===== src/rtl/cdrom_raspi_link.sv =====
// Link from the cdrom core to a Raspberry Pi byte source: a handshake FSM that
// requests bytes on RASPI_CLK / RASPI_ACK and buffers them in a show-ahead FIFO.
`timescale 1ns/1ps
module cdrom_raspi_link #(
  parameter int unsigned FIFO_DEPTH     = 16,
  parameter int unsigned SETUP_CYCLES   = 4,
  parameter int unsigned TIMEOUT_CYCLES = 50000
) (
  input  logic                          clk,
  input  logic                          rst,
  input  logic                          cmd_valid,
  input  logic [3:0]                    cmd_code,
  input  logic [11:0]                   cmd_len,
  output logic                          cmd_ready,
  input  logic                          fifo_re,
  output logic [7:0]                    fifo_data,
  output logic                          fifo_empty,
  output logic [$clog2(FIFO_DEPTH):0]   fifo_count,
  output logic                          busy,
  output logic                          timeout_err,
  input  logic [7:0]                    RASPI_DATA,
  input  logic                          RASPI_ACK,
  output logic [3:0]                    RASPI_CMD,
  output logic                          RASPI_EN,
  output logic                          RASPI_CLK
);

  localparam int unsigned PTR_W = $clog2(FIFO_DEPTH);
  localparam int unsigned CNT_W = PTR_W + 1;
  localparam int unsigned SET_W = $clog2(SETUP_CYCLES + 1);
  localparam int unsigned TMO_W = $clog2(TIMEOUT_CYCLES + 1);

  typedef enum logic [2:0] {S_IDLE, S_SETUP, S_REQ, S_REL, S_WAIT_SPACE} state_t;

  state_t             state_q, state_d;
  logic [3:0]         raspi_cmd_q, raspi_cmd_d;
  logic               raspi_en_q, raspi_en_d;
  logic               raspi_clk_q, raspi_clk_d;
  logic [11:0]        remaining_q, remaining_d;
  logic [SET_W-1:0]   setup_cnt_q, setup_cnt_d;
  logic [TMO_W-1:0]   tmo_cnt_q, tmo_cnt_d;
  logic               timeout_err_q, timeout_err_d;
  logic               ack_meta_q, ack_s_q;

  logic [7:0]         mem_q [FIFO_DEPTH];
  logic [PTR_W-1:0]   wr_ptr_q, wr_ptr_d, rd_ptr_q, rd_ptr_d;
  logic [CNT_W-1:0]   count_q, count_d;
  logic               push, pop, full, tmo_hit;

  assign full    = (count_q == CNT_W'(FIFO_DEPTH));
  assign pop     = fifo_re && (count_q != '0);
  assign tmo_hit = (tmo_cnt_q == TMO_W'(TIMEOUT_CYCLES - 1));

  // Handshake FSM; every exit to IDLE clears EN/CMD/CLK on the same edge
  always_comb begin
    state_d       = state_q;
    raspi_cmd_d   = raspi_cmd_q;
    raspi_en_d    = raspi_en_q;
    raspi_clk_d   = raspi_clk_q;
    remaining_d   = remaining_q;
    setup_cnt_d   = setup_cnt_q;
    tmo_cnt_d     = tmo_cnt_q;
    timeout_err_d = timeout_err_q;
    push          = 1'b0;
    unique case (state_q)
      S_IDLE: begin
        if (cmd_valid) begin
          raspi_cmd_d   = cmd_code;
          remaining_d   = cmd_len;
          timeout_err_d = 1'b0;
          raspi_en_d    = 1'b1;
          setup_cnt_d   = SET_W'(SETUP_CYCLES);
          state_d       = S_SETUP;
        end
      end
      S_SETUP: begin
        if (setup_cnt_q != '0) begin
          setup_cnt_d = setup_cnt_q - SET_W'(1);
        end else if (remaining_q == '0) begin
          state_d     = S_IDLE;
          raspi_en_d  = 1'b0;
          raspi_cmd_d = '0;
        end else if (full) begin
          state_d = S_WAIT_SPACE;
        end else begin
          state_d     = S_REQ;
          raspi_clk_d = 1'b1;
          tmo_cnt_d   = '0;
        end
      end
      S_REQ: begin
        tmo_cnt_d = tmo_cnt_q + TMO_W'(1);
        if (ack_s_q) begin
          push        = 1'b1;
          remaining_d = remaining_q - 12'd1;
          raspi_clk_d = 1'b0;
          tmo_cnt_d   = '0;
          state_d     = S_REL;
        end else if (tmo_hit) begin
          timeout_err_d = 1'b1;
          raspi_clk_d   = 1'b0;
          raspi_en_d    = 1'b0;
          raspi_cmd_d   = '0;
          state_d       = S_IDLE;
        end
      end
      S_REL: begin
        tmo_cnt_d = tmo_cnt_q + TMO_W'(1);
        if (!ack_s_q) begin
          if (remaining_q == '0) begin
            state_d     = S_IDLE;
            raspi_en_d  = 1'b0;
            raspi_cmd_d = '0;
          end else if (full) begin
            state_d = S_WAIT_SPACE;
          end else begin
            state_d     = S_REQ;
            raspi_clk_d = 1'b1;
            tmo_cnt_d   = '0;
          end
        end else if (tmo_hit) begin
          timeout_err_d = 1'b1;
          raspi_clk_d   = 1'b0;
          raspi_en_d    = 1'b0;
          raspi_cmd_d   = '0;
          state_d       = S_IDLE;
        end
      end
      S_WAIT_SPACE: begin
        if (!full) begin
          state_d     = S_REQ;
          raspi_clk_d = 1'b1;
          tmo_cnt_d   = '0;
        end
      end
      default: state_d = S_IDLE;
    endcase
  end

  // FIFO pointer and occupancy update
  always_comb begin
    wr_ptr_d = wr_ptr_q + PTR_W'(push);
    rd_ptr_d = rd_ptr_q + PTR_W'(pop);
    count_d  = count_q + CNT_W'(push) - CNT_W'(pop);
  end

  always_ff @(posedge clk or posedge rst) begin
    if (rst) begin
      state_q       <= S_IDLE;
      raspi_cmd_q   <= '0;
      raspi_en_q    <= 1'b0;
      raspi_clk_q   <= 1'b0;
      remaining_q   <= '0;
      setup_cnt_q   <= '0;
      tmo_cnt_q     <= '0;
      timeout_err_q <= 1'b0;
      ack_meta_q    <= 1'b0;
      ack_s_q       <= 1'b0;
      wr_ptr_q      <= '0;
      rd_ptr_q      <= '0;
      count_q       <= '0;
    end else begin
      state_q       <= state_d;
      raspi_cmd_q   <= raspi_cmd_d;
      raspi_en_q    <= raspi_en_d;
      raspi_clk_q   <= raspi_clk_d;
      remaining_q   <= remaining_d;
      setup_cnt_q   <= setup_cnt_d;
      tmo_cnt_q     <= tmo_cnt_d;
      timeout_err_q <= timeout_err_d;
      ack_meta_q    <= RASPI_ACK;
      ack_s_q       <= ack_meta_q;
      wr_ptr_q      <= wr_ptr_d;
      rd_ptr_q      <= rd_ptr_d;
      count_q       <= count_d;
    end
  end

  // Storage needs no reset: occupancy is governed by the pointers
  always_ff @(posedge clk) begin
    if (push) mem_q[wr_ptr_q] <= RASPI_DATA;
  end

  assign cmd_ready   = (state_q == S_IDLE);
  assign busy        = (state_q != S_IDLE);
  assign timeout_err = timeout_err_q;
  assign fifo_data   = mem_q[rd_ptr_q];
  assign fifo_empty  = (count_q == '0);
  assign fifo_count  = count_q;
  assign RASPI_CMD   = raspi_cmd_q;
  assign RASPI_EN    = raspi_en_q;
  assign RASPI_CLK   = raspi_clk_q;

endmodule


===== config.mk =====
export PLATFORM = sky130hd
export DESIGN_NAME = cdrom_raspi_link
export DESIGN_NICKNAME = d
export VERILOG_FILES = /design/src/rtl/cdrom_raspi_link.sv
export SDC_FILE = /design/constraint.sdc
export NUM_CORES = 1
export LEC_CHECK = 0
export BUFFER_PORTS_ARGS = -buffer_cell sky130_fd_sc_hd__buf_2
export CORE_UTILIZATION = 50
export DETAILED_ROUTE_END_ITERATION = 16
export HOLD_SLACK_MARGIN = 0.03
export PLACE_DENSITY = 0.68
export SETUP_SLACK_MARGIN = 0.1
export SLEW_MARGIN = 0
export SYNTH_ARGS = -nofsm -noshare
export SYNTH_HDL_FRONTEND = slang
export SYNTH_SLANG_ARGS = --single-unit

===== constraint.sdc =====
create_clock -name clk -period 5.2 [get_ports clk]
set_input_delay 0 -clock clk [delete_from_list [all_inputs] [get_ports clk]]
set_output_delay 0 -clock clk [all_outputs]
set_load 0.05 [all_outputs]

==> metrics <==
critical path data required time=about 5.2 ns; initial drt markers=~430; GP Congestion=0.8265; Post-Synthesis Mean Instance Area=13.94 um^2; H-tree Lvls=4; Main synth FF type=edfxtp_1; syn nets=between 600 and 700; Mapped Area=roughly 8000 um^2; Antenna Violating Nets Remaining=0; die width=approximately 130 um; Final Hold Viols=0; EDFF count, synth=roughly 130; Cells after DPL=827; min Tclk post-route=~3.1 ns; Setup Skew=0.005186 ns; Worst-Skew Late Latency=about 0.43 ns; Die Y=between 100 and 150 um; largest net degree at the start of global routing=57; Die Area=between 15,000 and 20,000 um^2; clock sink total=between 150 and 200; first-pass GRT wire length=about 26,000 um; clock buffer count from CTS=17; slew margin rel.=between 20% and 30%; period utilization=58.98%; setup TNS=0 ns; Detailed Place HPWL=approximately 11,000 um; Leak=3.467 nW; gr ovfl total=0; Setup Viol. Count Final=0; most frequent cells after synthesis=edfxtp_1, dfrtp_1, nor2_1; worst-path fanout max=17; Ys Warns=0; most common cell in the netlist=edfxtp_1; DR pass1 iterations=7; clock root buffer=clkbuf_16; Synth top area share=~47%; clk slew on worst S/H paths=0.06 ns; status=finished clean; Synth Register Bits=184; Setup CP Type=reg2reg; Startpoint Class=flop; DRC=0; fin nets=700; Post-Route WL=16,420 um; Worst Tran Pin Value=1.153 ns; Vias per Instance=around 5.7; fmax=326.1 MHz; vias in the first global route=approximately 5k; RSZ-0062 raised after global routing=no; Cells after Synth=587; crit path DAT=around 3.1 ns; post-route insts no fill=between 800 and 900; cell area power density=562.9 nW/um^2; GRT Overall Usage=approximately a fifth; PortBufs=51; I/O pin cnt=52; ys async rst share=30.43%; Core ar.=15,940 um^2; synthesis-to-layout area growth=14.97%; CTS tree=done; maxcap violations=0; # diodes=0; share of cells above drive strength 1=about 19%; Worst Hold Class=in2reg; main area contributors after synthesis=edfxtp_1, dfrtp_1, mux4_2; initial antenna violation count=0; initial core utilization=around 51%; vias=~5.1k; Routed WL per cell=~19 um; Final Max Tran Viols=0; CTS Buffer Depth=2; cell row count=between 40 and 50; synth unique cells=60; leading area contributor after synthesis=edfxtp_1; Seq/Total Area, Yosys=64.09%; Worst setup EP type=flop; worst ir drop on vdd=0.4806 mV
## state kept, by name, indices dropped and copies added, names as in the netlist
register     cells
RASPI_CMD        4
wr_ptr_q         4
ack_s_q          1
setup_cnt_q      3
tmo_cnt_q       16
state_q          3
rd_ptr_q         4
timeout_err      1
remaining_q     12
ack_meta_q       1
RASPI_CLK        1
mem_q          128
fifo_count       5
RASPI_EN         1
## what timing repair did
| action | CTS | global route |
|---|---|---|
| hold buffers | 26 | 0 |
| resized for setup | 0 | 0 |
| endpoints found under the hold margin | 201 | 0 |
| setup buffers | 0 | 0 |
## cells by family after synthesis
group           count (synthesis)  synth area share, %
buf+inv                        58                2.981
fa+ha+maj                      15                2.385
xor+xnor                        8               0.8562
flops                         184                64.09
simple gates                  160                10.27
mux                            52                10.29
compound gates                110                9.127
## critical path, stage by stage (launching register included)
cell and delay (ns):
dfrtp_1 0.64, nor3b_4 0.62, nand2_1 0.24, inv_1 0.15, nand3b_1 0.19, nor3_1 0.84
## cells in the final DEF (no fill, tap or decap), drive strengths merged, types with 5 or more instances in the layout
cell type    instances
mux2                17
nand4                9
dlygate4sd3         26
nor3                10
o21ai               23
a22oi                6
nand3               27
a21o                 9
nor2                46
nand2b               7
ha                  14
mux2i               11
nor2b               12
edfxtp             128
xnor2                5
nand2               28
o22ai               10
buf                 54
nor4                 5
mux4                24
clkbuf              23
a21oi               28
a22o                 8
dfrtp               56
a221o                6
inv                 32
## per-layer routing
layer  global-route usage [%]  part of all wire [%]  vias to the layer above
met2                    34.41                    49                      173
met4                    8.071                   1.8                        0
met5                        0                     0                        -
met1                    28.34                    43                     2510
met3                    4.961                   6.3                       23
li1                         -                     -                     2378
## metrics by stage
| step | hold slack [ns] | instance area, um^2 | util [%] | setup slack [ns] | power [mW] |
|---|---|---|---|---|---|
| 6_report | 0.08687 | 9409 | 59.02 | 2.133 | 5.296 |
| 5_1_grt | 0.1082 | 9409 | 59.02 | 1.808 | 5.591 |
| 4_1_cts | 0.05457 | 9409 | 59.02 | 2.129 | 5.329 |
| 3_5_place_dp | 0.1113 | 8598 | 53.93 | 2.161 | 4.106 |
| 3_3_place_gp | 0.1098 | 8598 | 53.93 | 2.282 | 4.043 |
| 2_1_floorplan | 0.03143 | 8184 | - | 1.014 | 3.639 |
## power breakdown
part	leakage [nW]	internal (mW)	switching [mW]
registers	1.85	1.78	0.297
clock network	0.267	0.678	0.521
logic	1.35	0.768	1.25
total	3.47	3.23	2.07
## area by class of cell
cell class / count / area, um^2
fill: 1255 / 6534
sequential: 184 / 5246
multi-input combinational: 345 / 2699
timing repair buffer: 80 / 538.0
clock buffer: 23 / 457.9
tap: 216 / 270.3
inverter: 28 / 105.1
clock inverter: 9 / 92.59
## path summary, 6_finish.rpt
check	start	endpoint	slack, ns	cells past startpoint
min reg2reg	ack_meta_q	ack_s_q	0.36	0
max in group asynchronous	rst	rd_ptr_q[0]	4.36	4
min	fifo_re	rd_ptr_q[0]	0.09	3
max	state_q[1]	mem_q[2][4]	2.13	5
max reg2reg	state_q[1]	mem_q[2][4]	2.13	5
min in group asynchronous	rst	remaining_q[0]	0.31	4
(Power assumes the default switching activity.)
